<file path="src/rtl/vsfx_wb.sv">
// Write-back stage for the vector simple fixed-point unit: in-order result FIFO draining into
// the VR file write port, plus sticky VSCR[SAT] and record-form CR6 update on retire.
module vsfx_wb #(
  parameter int unsigned DEPTH = 4,
  parameter int unsigned AW    = 5,
  parameter int unsigned DW    = 128
) (
  input  logic                       clk,
  input  logic                       rst,
  input  logic                       vrt_en,
  input  logic [DW-1:0]              vrt,
  input  logic                       sat,
  input  logic [3:0]                 cr6,
  input  logic                       rc,
  input  logic [AW-1:0]              vrt_addr,
  input  logic                       vscr_clr,
  input  logic                       wb_ready,
  output logic                       vr_we,
  output logic [AW-1:0]              vr_waddr,
  output logic [DW-1:0]              vr_wdata,
  output logic                       cr6_we,
  output logic [3:0]                 cr6_out,
  output logic                       vscr_sat,
  output logic                       full,
  output logic [$clog2(DEPTH):0]     count,
  output logic                       ovf
);

  localparam int unsigned PW = $clog2(DEPTH);
  localparam int unsigned CW = PW + 1;

  logic [AW-1:0] addr_mem [DEPTH];
  logic [DW-1:0] data_mem [DEPTH];
  logic          sat_mem  [DEPTH];
  logic [3:0]    cr6_mem  [DEPTH];
  logic          rc_mem   [DEPTH];

  logic [PW-1:0] head_q, head_d, tail_q, tail_d;
  logic [CW-1:0] cnt_q, cnt_d;
  logic          ovf_q, ovf_d, sat_q, sat_d;
  logic [3:0]    cr6_q, cr6_d;
  logic          full_w, push, pop;

  always_comb begin
    full_w = (cnt_q == CW'(DEPTH));
    pop    = (cnt_q != '0) && wb_ready;
    // A pop frees a slot in the same cycle, so a push is accepted even when full.
    push   = vrt_en && (!full_w || pop);

    head_d = head_q + PW'(pop);
    tail_d = tail_q + PW'(push);
    cnt_d  = cnt_q;
    if (push && !pop) cnt_d = cnt_q + CW'(1);
    if (pop && !push) cnt_d = cnt_q - CW'(1);

    ovf_d = ovf_q | (vrt_en & full_w & ~pop);

    // A retiring sat result is younger than the mtvscr, so set beats clear.
    sat_d = sat_q;
    if (vscr_clr) sat_d = 1'b0;
    if (pop && sat_mem[head_q]) sat_d = 1'b1;

    cr6_we  = 1'b0;
    cr6_out = cr6_q;
    cr6_d   = cr6_q;
    if (pop && rc_mem[head_q]) begin
      cr6_we  = 1'b1;
      cr6_out = cr6_mem[head_q];
      cr6_d   = cr6_mem[head_q];
    end

    vr_we    = (cnt_q != '0);
    vr_waddr = vr_we ? addr_mem[head_q] : '0;
    vr_wdata = vr_we ? data_mem[head_q] : '0;

    full     = full_w;
    count    = cnt_q;
    ovf      = ovf_q;
    vscr_sat = sat_q;
  end

  always_ff @(posedge clk or posedge rst) begin
    if (rst) begin
      head_q <= '0;
      tail_q <= '0;
      cnt_q  <= '0;
      ovf_q  <= 1'b0;
      sat_q  <= 1'b0;
      cr6_q  <= '0;
    end else begin
      head_q <= head_d;
      tail_q <= tail_d;
      cnt_q  <= cnt_d;
      ovf_q  <= ovf_d;
      sat_q  <= sat_d;
      cr6_q  <= cr6_d;
    end
  end

  // Storage needs no reset: the head is gated off whenever the count is zero.
  always_ff @(posedge clk) begin
    if (push) begin
      addr_mem[tail_q] <= vrt_addr;
      data_mem[tail_q] <= vrt;
      sat_mem[tail_q]  <= sat;
      cr6_mem[tail_q]  <= cr6;
      rc_mem[tail_q]   <= rc;
    end
  end

endmodule

</file>
<file path="config.mk">
export PLATFORM = sky130hd
export DESIGN_NAME = vsfx_wb
export DESIGN_NICKNAME = d
export VERILOG_FILES = /design/src/rtl/vsfx_wb.sv
export SDC_FILE = /design/constraint.sdc
export NUM_CORES = 1
export LEC_CHECK = 0
export ABC_CLOCK_PERIOD_IN_PS = 15900
export CAP_MARGIN = 40
export CELL_PAD_IN_SITES_DETAIL_PLACEMENT = 1
export CELL_PAD_IN_SITES_GLOBAL_PLACEMENT = 2
export CORE_MARGIN = 10
export CORE_UTILIZATION = 43
export DETAILED_ROUTE_END_ITERATION = 16
export HOLD_SLACK_MARGIN = 0.03
export PLACE_DENSITY = 0.85
export REMOVE_ABC_BUFFERS = 1
export SLEW_MARGIN = 20
export SYNTH_ARGS = -nofsm -noshare
export SYNTH_HDL_FRONTEND = slang
export SYNTH_SLANG_ARGS = --single-unit
</file>
<file path="constraint.sdc">
create_clock -name clk -period 15.9 [get_ports clk]
set_input_delay 3.975 -clock clk [delete_from_list [all_inputs] [get_ports clk]]
set_output_delay 3.975 -clock clk [all_outputs]
set_load 0.01 [all_outputs]
</file>
# Word level (Yosys, flattened, before mapping)
# Memory sizes are Yosys's and may differ from the RTL's.
# Cells that the tools add are included.
[totals]
ff_bits = 13
ram_bits = 556
inputBits = 144
out_inout_bits = 145
word_cells = 43
memories = 5
[classes]
addsub = 4
eq_ne = 1
muxes = 10
bitwise_logic = 4
n_reduce_logical = 13
[mem_list]
columns = ["memory", "words", "width", "read_ports", "rd_ports_with_merged_regs", "wr", "line", "rtl"]
rows = [
  ["data_mem", 4, 128, 1, 0, 1, "33", "logic [DW-1:0] data_mem [DEPTH];"],
  ["addr_mem", 4, 5, 1, 0, 1, "32", "logic [AW-1:0] addr_mem [DEPTH];"],
  ["cr6_mem", 4, 4, 1, 0, 1, "35", "logic [3:0] cr6_mem [DEPTH];"],
  ["rc_mem", 4, 1, 1, 0, 1, "36", "logic rc_mem [DEPTH];"],
  ["sat_mem", 4, 1, 1, 0, 1, "34", "logic sat_mem [DEPTH];"],
]
[ops]
columns = ["cell", "n"]
rows = [
  ["two-way mux 128 bit", 1],
  ["logical AND 1 bit", 6],
  ["two-way mux 3 bit", 2],
  ["two-way mux 1 bit", 5],
  ["two-way mux 5 bit", 1],
  ["adder 2 x 1 -> 2 bit", 2],
  ["two-way mux 4 bit", 1],
  ["nonzero test 2 bit", 2],
  ["adder 3 x 1 -> 3 bit (second input constant)", 1],
  ["equality test 3 bit (second input constant)", 1],
  ["zero test 1 bit", 3],
  ["nonzero test 3 bit", 1],
  ["subtractor 3 x 1 -> 3 bit (second input constant)", 1],
  ["bitwise AND 1 bit", 2],
  ["logical OR 1 bit", 1],
  ["NOT 1 bit", 1],
  ["bitwise OR 1 bit", 1],
]

# Longest topological paths before layout
# Gate-level depths: netlist of run 1.
[logic_depth]
depth_word = 7
ltp_mapped = 8
mapped_depth_nobuf = 6

# Worst setup path before layout of run 1
# OpenSTA, ideal clock, no wires.
[synth_timing]
path_kind = "input-to-reg"
from = "input port vrt_en"
to = "memory addr_mem[1][0] (enable)"
setup_time_ns = 0.836
arrival_ns = 14.499
t_required_ns = 15.064
path_slack_ns = 0.565
path_stages = 3
n_path_buf = 1
cell_sequence = "clkbuf_1 o21ai_2 nor3b_1"
[synth_via]
elab_chain_cells = 3
[synth_lines]
columns = ["item", "line", "rtl"]
rows = [
  ["from (decl)", "10", "input logic vrt_en,"],
  ["logical AND 1 bit", "48", "push = vrt_en && (!full_w || pop);"],
  ["two-way mux 1 bit", "102", "if (push) begin"],
  ["two-way mux 1 bit (not written as such)", "103", "addr_mem[tail_q] <= vrt_addr;"],
  ["to (decl)", "32", ""],
]
# No other way between the ends.

# Final worst setup path of run 1
[layout_timing]
from = "input port wb_ready"
to = "output port cr6_out[0]"
[layout_via]
elab_chain_cells = 3
[layout_lines]
columns = ["item", "line", "rtl"]
rows = [
  ["from (decl)", "17", "input logic wb_ready,"],
  ["logical AND 1 bit", "46", "pop = (cnt_q != '0) && wb_ready;"],
  ["logical AND 1 bit", "66", "if (pop && rc_mem[head_q]) begin"],
  ["two-way mux 4 bit", "66", ""],
  ["to (decl)", "22", "output logic [3:0] cr6_out,"],
]
# No other way between the ends.

==> results.yml, run 1 <==
sta:
  drv_slew: 0
  period_share: 0.621
  fmax_mhz: 101
  period_needed_ns: 9.88
  skew_ns: 0.00937
  tightestPinTransition_ns: 0.842
  finalHoldViolations: 0
  finalSetupViolations: 0
  slew_headroom: 0.439
  grt_setup_unrepaired: "false"
  tns_ns: 0
cells_and_area:
  fillerInstances: 4404
  stdcell_count: 1980
  drive_gt1_frac: 0.201
  antenna_cells: 0
  post-route-util: 0.545
  layout.nets: 1408
  area_delta_synth_final_pct: 25.3
clock_network:
  clock_latency_ns: 0.59
  cts_setup_buffers: 0
  clock-sinks: 569
  cts_root_buffer: "clkbuf_16"
  path_clk_slew_ns: 0.06
  ctsResizeCount: 0
  clockBufferDepth: 3
  cts_hold_buffers: 0
  cts.htree.levels: 2
  cts_tree: "done"
  cts_made_buffers: 57
route:
  ant_nets: 0
  num_vias: 10300
  drtIter0Drc: 577
  drc: 0
  routed_via_density: 5.21
  drt_wl_total_um: 49500
  first_pass_iters: 4
  routedWlPerCell_um: 25.0
run:
  max-cap-violations: 0
synth:
  synth_top_area_frac: 0.767
  syn-cell-area_um2: 21800
  synthTopCellsByArea: "edfxtp_1 (77%), mux4_2 (14%), and2_1 (3.8%)"
  netlist_instances: 940
  synth_top_area_cell: "edfxtp_1"
  ys_types: 37
  synth-seq-cells: 569
  ys_seq_area_frac: 0.782
  yosysWarnings: 0
  synth_area_per_cell_um2: 23.1
global_route:
  grt_overflow: 0
  grt_max_degree: 56
  antenna_found_initial: 6
  grt_pass1_wl_um: 74700
  grt_pass1_vias: 11400
  grt_use_total: 0.164
min_path:
  min_path_type: "reg -> reg"
  hold_depth: 1
  min-delay-start: "ovf$_DFF_PP0_"
floorplan:
  core_um2: 50100
  die_h_um: 245
  rows: 82
  initial_core_util: 0.435
  die-area_um2: 60000
  io_pins: 289
  fp.dieW_um: 245
power:
  p_leak_nw: 8.82
  peakVddDrop_mv: 0.121
  p_per_area_nw_per_um2: 198
status:
  status: "completed"
worst_setup_path:
  crit_path_max_incr_delay_ns: 0.83
  crit_type: "in -> out"
  cp-end-kind: "primary output"
  r2r_start: "count[0]$_DFFE_PP0P_"
  startpoint: "wb_ready"
  path_max_fanout: 14
  crit_chain: "clkdlybuf4s50_1 -> nand3_2 -> mux2_2 -> clkdlybuf4s50_1"
  critical_path_required_ns: 11.93
  startpoint_type: "primary input"
  cpMaxStageDelayCell: "clkdlybuf4s50_1"
  path_common_cell: "clkdlybuf4s50_1"
  reg2reg_depth: 7
  worstPathArrival_ns: 5.91
placement:
  post-dp-hpwl_um: 30200
  port_buffers: 288
  gp_congestion: 0.709
  dpl.cell_count: 1872
==> synthesized netlist by cell type <==
library cell / instances
a21oi_1: 1
a311o_1: 1
a31o_2: 1
and2_1: 133
and3_1: 1
buf_12: 11
buf_2: 17
buf_6: 3
clkbuf_1: 19
dfrtp_1: 13
edfxtp_1: 556
fa_1: 1
ha_1: 1
inv_1: 8
mux2_2: 4
mux4_1: 2
mux4_2: 137
nand2_1: 2
nand3_1: 4
nand3_2: 1
nand3b_1: 2
nor2_1: 1
nor2b_1: 1
nor3_1: 1
nor3b_1: 2
nor4b_1: 1
o211ai_1: 1
o21ai_0: 2
o21ai_2: 1
o21ba_2: 1
o21bai_1: 1
o22ai_1: 1
o31ai_1: 1
or3_4: 1
or3b_2: 2
xnor2_1: 3
xor2_1: 2
==> kinds of logic (layout without fill, tap and decap cells) <==
group,Yosys count,count (layout),synth area share
xor+xnor,5,5,0.00201
mux,143,143,0.146
fa+ha+maj,2,2,0.00149
buf+inv,58,426,0.0202
compound gates,11,11,0.00374
simple gates,152,152,0.0440
flops,569,569,0.782
==> registers in the layout (all words and copies together) (netlist names) <==
| register | count |
|---|---|
| addr_mem | 20 |
| vscr_sat | 1 |
| sat_mem | 4 |
| tail_q | 2 |
| rc_mem | 4 |
| head_q | 2 |
| cr6_q | 4 |
| ovf | 1 |
| data_mem | 512 |
| cr6_mem | 16 |
| count | 3 |
==> placed cells by master, fill, tap and decap left out, types with 2 or more instances in the layout <==
| master | count |
|---|---|
| nor3b_2 | 2 |
| clkinvlp_4 | 3 |
| nand3b_1 | 2 |
| buf_4 | 17 |
| bufinv_16 | 6 |
| clkinv_2 | 15 |
| mux4_2 | 137 |
| or3b_2 | 2 |
| mux2_2 | 4 |
| mux4_1 | 2 |
| clkbuf_1 | 7 |
| inv_1 | 8 |
| buf_12 | 2 |
| clkbuf_16 | 59 |
| edfxtp_1 | 556 |
| dfrtp_4 | 2 |
| clkinv_1 | 14 |
| dfrtp_1 | 11 |
| nand3_1 | 4 |
| buf_16 | 6 |
| clkdlybuf4s50_1 | 288 |
| xor2_1 | 2 |
| xnor2_1 | 3 |
| and2_1 | 133 |
| nand2_1 | 2 |
| o21ai_0 | 2 |
==> per-layer routing <==
layer	wire [um]	share of wire	GRT usage
met3	2920	0.059	0.0466
met2	25000	0.50	0.275
met4	804	0.016	0.0351
met1	20700	0.42	0.211
met5	85	0.0017	0
==> cell type report <==
cell class / count / area, um2 / share of cell area
Clock buffer: 66 / 1500 / 0.0551
Sequential cell: 569 / 17000 / 0.624
Inverter: 8 / 30.0 / 0.00110
Tap cell: 672 / 841 / 0.0308
Multi-Input combinational cell: 313 / 4320 / 0.158
Timing Repair Buffer: 313 / 3220 / 0.118
Clock inverter: 39 / 339 / 0.0124
==> final timing paths <==
| check | endpoint | slack (ns) |
|---|---|---|
| max | cr6_out[0] | 6.02 |
| min | ovf$_DFF_PP0_ | 0.46 |
| max reg2reg | count[2]$_DFFE_PP0P_ | 12.48 |
| min reg2reg | ovf$_DFF_PP0_ | 0.46 |
| max in group asynchronous | head_q[1]$_DFF_PP0_ | 11.74 |
| min in group asynchronous | count[0]$_DFFE_PP0P_ | 3.74 |
==> metrics by stage <==
step                hold slack (ns)  total power, mW  worst slack, ns  area, um2
CTS                           0.468             5.50             6.02      27200
global route                  0.489             5.69             5.93      27300
finish                        0.464             5.41             6.02      27300
floorplan                     0.488             3.32            0.981      21400
global placement              0.450             4.09             6.09      25200
detailed placement            0.455             4.16             6.03      25400
==> worst max-delay path, delay by kind of cell <==
family	cells	cell delay (ns)
multiplexers	1	0.30
buffers and inverters	2	1.38
AND/OR/NAND/NOR	1	0.24
==> power by group <==
group	leakage, nW	internal [mW]	switching, mW
Sequential	5.25	1.98	0.108
Clock	0.906	0.770	0.547
Combinational	2.67	1.08	0.934
Total	8.82	3.82	1.59
Power figures use the tool's default switching activity.
==> run 2: changes to the inputs <==
--- a/config.mk
+++ b/config.mk
@@ -5,7 +5,7 @@
 export SDC_FILE = /design/constraint.sdc
 export NUM_CORES = 1
 export LEC_CHECK = 0
-export ABC_CLOCK_PERIOD_IN_PS = 15900
+export ABC_CLOCK_PERIOD_IN_PS = 9650
 export CAP_MARGIN = 40
 export CELL_PAD_IN_SITES_DETAIL_PLACEMENT = 1
 export CELL_PAD_IN_SITES_GLOBAL_PLACEMENT = 2
==> constraint.sdc (replaced) <==
create_clock -name clk -period 9.65 [get_ports clk]
set_input_delay 2.4125 -clock clk [delete_from_list [all_inputs] [get_ports clk]]
set_output_delay 2.4125 -clock clk [all_outputs]
set_load 0.01 [all_outputs]
==> results.yml, run 2 (synthesis gave the netlist of run 1 again) <==
worst_setup_path:
  cp_top_family: "buffers and inverters"
  cpMaxStageDelayCell: "clkdlybuf4s50_1"
  worstPathArrival_ns: 4.35
  cp-end-kind: "primary output"
  path_common_cell: "clkdlybuf4s50_1"
  crit_chain: "clkdlybuf4s50_1 -> nand3_2 -> mux2_2 -> clkdlybuf4s50_1"
  critPathBufInv: 2
  cp.depth: 4
  crit_type: "in -> out"
  critical_path_required_ns: 7.24
  timing.rr.end: "count[2]$_DFFE_PP0P_"
  reg2reg_depth: 6
  startpoint: "wb_ready"
  r2r_start: "count[0]$_DFFE_PP0P_"
  startpoint_type: "primary input"
  path_max_fanout: 14
  endpoint: "cr6_out[0]"
  crit_path_max_incr_delay_ns: 0.85
  r2r_slack_ns: 6.58
sta:
  finalSetupViolations: 0
  slew_headroom: 0.451
  holdWs_ns: 0.466
  period_share: 0.701
  fmax_mhz: 148
  skew_ns: 0.0160
  period_needed_ns: 6.77
  drv_slew: 0
  grt_setup_unrepaired: "false"
  finalHoldViolations: 0
  tightestPinTransition_ns: 0.823
route:
  drc: 0
  ant_nets: 0
  routed_via_density: 5.17
  first_pass_iters: 7
  num_vias: 10300
  routedWlPerCell_um: 24.5
  drtIter0Drc: 729
  drt_wl_total_um: 48600
clock_network:
  cts_root_buffer: "clkbuf_16"
  clock_latency_ns: 0.60
  cts_tree: "done"
  clock-sinks: 569
  path_clk_slew_ns: 0.06
  cts_made_buffers: 57
  cts.htree.levels: 2
  cts_hold_buffers: 0
  cts_setup_buffers: 0
  clockBufferDepth: 3
  ctsResizeCount: 0
global_route:
  antenna_found_initial: 9
  grt_overflow: 0
  grt_max_degree: 61
  grt_pass1_wl_um: 73500
  grt_pass1_vias: 11500
  grt_use_total: 0.161
status:
  status: "completed"
power:
  p_leak_nw: 8.78
  p_per_area_nw_per_um2: 324
  finalPower_mw: 8.80
  peakVddDrop_mv: 0.227
cells_and_area:
  reg_top3: "data_mem: 512 flops, addr_mem: 20 flops, cr6_mem: 16 flops"
  largest_register_ffs: 512
  area_delta_synth_final_pct: 24.9
  mostFrequentLayoutCells: "edfxtp_1 (556), clkdlybuf4s50_1 (288), mux4_2 (137)"
  post-route-util: 0.543
  drive_gt1_frac: 0.199
  fillerInstances: 4406
  layout.nets: 1407
  final_common_cell: "edfxtp_1"
  max_flop_register: "data_mem"
floorplan:
  die_h_um: 245
  fp.dieW_um: 245
  die-area_um2: 60000
  initial_core_util: 0.435
  rows: 82
  core_um2: 50100
  io_pins: 289
placement:
  port_buffers: 288
  post-dp-hpwl_um: 30500
  gp_congestion: 0.716
run:
  max-cap-violations: 0
min_path:
  min_path_type: "reg -> reg"
==> run 2: cell count changes in the layout (fill, tap and decap cells not counted), moves of 3 or more <==
| cell | before | now |
|---|---|---|
| clkbuf_1 | 7 | 13 |
| clkbuf_8 | 0 | 5 |
| bufinv_16 | 6 | 2 |
| diode_2 | 0 | 4 |
| clkinv_2 | 15 | 12 |
==> run 2: layout make-up <==
class                      instances  area, um2  share of cell area
multi-input combinational        313       4320               0.159
sequential                       569      17000               0.626
clock buffer                      75       1540              0.0568
timing repair buffer             312       3180               0.117
antenna                            4       10.0            0.000368
tap                              672        841              0.0309
inverter                           8       30.0             0.00110
clock inverter                    32        231             0.00851
==> run 2: worst min path at each step <==
stage,cells after the start,from,endpoint,slack (ns)
final,1,ovf$_DFF_PP0_,ovf$_DFF_PP0_,0.47
after global routing,1,ovf$_DFF_PP0_,ovf$_DFF_PP0_,0.48
after CTS,1,ovf$_DFF_PP0_,ovf$_DFF_PP0_,0.48
after detailed placement,1,ovf$_DFF_PP0_,ovf$_DFF_PP0_,0.46
after global placement,1,ovf$_DFF_PP0_,ovf$_DFF_PP0_,0.45
after floorplan,1,tail_q[1]$_DFF_PP0_,tail_q[1]$_DFF_PP0_,0.49
==> run 2: where the power goes <==
part           internal [mW]  switching (mW)
clock network           1.18           0.896
registers               3.26           0.177
logic                   1.76            1.52
total                   6.20            2.60
==> run 2: through the flow <==
stage	setup slack, ns	setup TNS (ns)	instance area (um2)	std cells
after floorplan	-3.71	-1448.75	21400	890
after global placement	2.97	0	25200	1867
after detailed placement	2.92	0	25400	1872
after CTS	2.91	0	27100	1979
after global routing	2.76	0	27200	1983
final	2.88	0	27200	1985
==> run 2: worst reg2reg max path, cell delays in order, from the launching register on <==
cell,delay [ns]
dfrtp_1,0.52
or3_4,0.54
buf_4,0.47
nand3b_1,0.16
fa_1,0.44
or3b_2,0.47
a311o_1,0.36
==> run 2: per-layer routing <==
layer | wire length [um] | vias up | track usage
met5 | 96 | - | 0
met4 | 818 | 14 | 0.0396
met3 | 3190 | 73 | 0.0471
met2 | 24600 | 282 | 0.267
met1 | 19900 | 5381 | 0.205
li1 | - | 4504 | -
==> run 3: changes to the inputs <==
--- a/config.mk
+++ b/config.mk
@@ -5,15 +5,15 @@
 export SDC_FILE = /design/constraint.sdc
 export NUM_CORES = 1
 export LEC_CHECK = 0
-export ABC_CLOCK_PERIOD_IN_PS = 9650
+export ABC_CLOCK_PERIOD_IN_PS = 5450
 export CAP_MARGIN = 40
 export CELL_PAD_IN_SITES_DETAIL_PLACEMENT = 1
 export CELL_PAD_IN_SITES_GLOBAL_PLACEMENT = 2
 export CORE_MARGIN = 10
-export CORE_UTILIZATION = 43
+export CORE_UTILIZATION = 39
 export DETAILED_ROUTE_END_ITERATION = 16
 export HOLD_SLACK_MARGIN = 0.03
-export PLACE_DENSITY = 0.85
+export PLACE_DENSITY = 0.81
 export REMOVE_ABC_BUFFERS = 1
 export SLEW_MARGIN = 20
 export SYNTH_ARGS = -nofsm -noshare
==> constraint.sdc (replaced) <==
create_clock -name clk -period 5.45 [get_ports clk]
set_input_delay 1.3625 -clock clk [delete_from_list [all_inputs] [get_ports clk]]
set_output_delay 1.3625 -clock clk [all_outputs]
set_load 0.01 [all_outputs]
==> results.yml, run 3 (synthesis gave the netlist of run 1 again) <==
cells_and_area:
  layout.nets: 1408
  drive_gt1_frac: 0.197
  area_delta_synth_final_pct: 25.6
  max_flop_register: "data_mem"
  stdcell_count: 2059
  mostFrequentLayoutCells: "edfxtp_1 (556), clkdlybuf4s50_1 (288), mux4_2 (137)"
  largest_register_ffs: 512
  final_common_cell: "edfxtp_1"
  reg_top3: "data_mem: 512 flops, addr_mem: 20 flops, cr6_mem: 16 flops"
sta:
  finalSetupViolations: 0
  fmax_mhz: 217
  skew_ns: 0.0151
  grt_setup_unrepaired: "false"
  layout_setup_ws_ns: 0.847
  tightestPinTransition_ns: 0.798
  slew_headroom: 0.468
  tns_ns: 0
  finalHoldViolations: 0
  period_needed_ns: 4.60
  drv_slew: 0
  period_share: 0.845
worst_setup_path:
  timing.rr.end: "count[2]$_DFFE_PP0P_"
  startpoint_type: "flop"
  cp-end-kind: "primary output"
  r2r_start: "count[0]$_DFFE_PP0P_"
  path_max_fanout: 30
  reg2reg_depth: 6
  r2r_slack_ns: 2.13
  crit_type: "reg -> out"
  critical_path_required_ns: 4.09
  endpoint: "cr6_out[3]"
  startpoint: "head_q[0]$_DFF_PP0_"
  worstPathArrival_ns: 3.24
floorplan:
  initial_core_util: 0.394
  io_pins: 289
  fp.dieW_um: 256
  core_um2: 55200
  die_h_um: 256
  die-area_um2: 65600
  rows: 86
clock_network:
  clock_latency_ns: 0.60
  cts.htree.levels: 2
  cts_root_buffer: "clkbuf_16"
  cts_hold_buffers: 0
  ctsResizeCount: 0
  clockBufferDepth: 3
  clock-sinks: 569
  cts_setup_buffers: 0
  cts_made_buffers: 58
  path_clk_slew_ns: 0.06
  cts_tree: "done"
status:
  status: "completed"
placement:
  gp_congestion: 0.706
  dpl.cell_count: 1949
  post-dp-hpwl_um: 29900
  pre_cts_ws_ns: 1.08
  port_buffers: 288
route:
  drc: 0
  num_vias: 10300
  routedWlPerCell_um: 23.7
  ant_nets: 0
  drt_wl_total_um: 48900
  first_pass_iters: 4
  drtIter0Drc: 642
  routed_via_density: 5.02
global_route:
  grt_overflow: 0
  grt_pass1_wl_um: 74100
  antenna_found_initial: 9
  grt_use_total: 0.147
  grt_pass1_vias: 11400
  grt_max_degree: 89
power:
  finalPower_mw: 15.6
  peakVddDrop_mv: 0.353
  p_leak_nw: 8.77
  p_per_area_nw_per_um2: 571
run:
  max-cap-violations: 0
min_path:
  min_path_type: "reg -> reg"
[run 3: metrics by stage]
stage                util  hold slack [ns]  area (um2)
floorplan               -            0.488       21400
global placement    0.462            0.449       25500
detailed placement  0.462            0.460       25500
CTS                 0.494            0.473       27300
global route        0.495            0.488       27300
finish              0.495            0.471       27300
[run 3: how the worst min path moves through the flow]
stage / startpoint / end / cells after the start
finish: ovf$_DFF_PP0_ / ovf$_DFF_PP0_ / 1
global route: ovf$_DFF_PP0_ / ovf$_DFF_PP0_ / 1
CTS: ovf$_DFF_PP0_ / ovf$_DFF_PP0_ / 1
detailed placement: ovf$_DFF_PP0_ / ovf$_DFF_PP0_ / 1
global placement: ovf$_DFF_PP0_ / ovf$_DFF_PP0_ / 1
floorplan: tail_q[1]$_DFF_PP0_ / tail_q[1]$_DFF_PP0_ / 1
[run 3: cell type report]
cell class | count | area (um2)
clock buffers | 71 | 1520
fillers | 4933 | 27900
clock inverters | 33 | 238
well taps | 748 | 936
repair buffers | 312 | 3240
inverters | 8 | 30.0
multi-input cells | 313 | 4320
diodes | 5 | 12.5
flip-flops and latches | 569 | 17000
[run 3: report_power, final]
group	internal [mW]	switching (mW)	total, mW
logic	3.15	2.71	5.85
registers	5.77	0.297	6.07
clock network	2.11	1.58	3.69
total	11.0	4.58	15.6
[run 3: critical path, cell delays in order (launching register included)]
cell and delay, ns:
dfrtp_4 0.89, buf_4 0.36, mux4_1 0.60, mux2_2 0.29, clkdlybuf4s50_1 0.48
[run 3: layer usage]
layer / vias to the layer above / global-route usage / share of wire
met2: 236 / 0.251 / 0.51
li1: 4515 / - / -
met4: 12 / 0.0364 / 0.018
met5: - / 0 / 0.0017
met1: 5503 / 0.180 / 0.41
met3: 76 / 0.0467 / 0.068
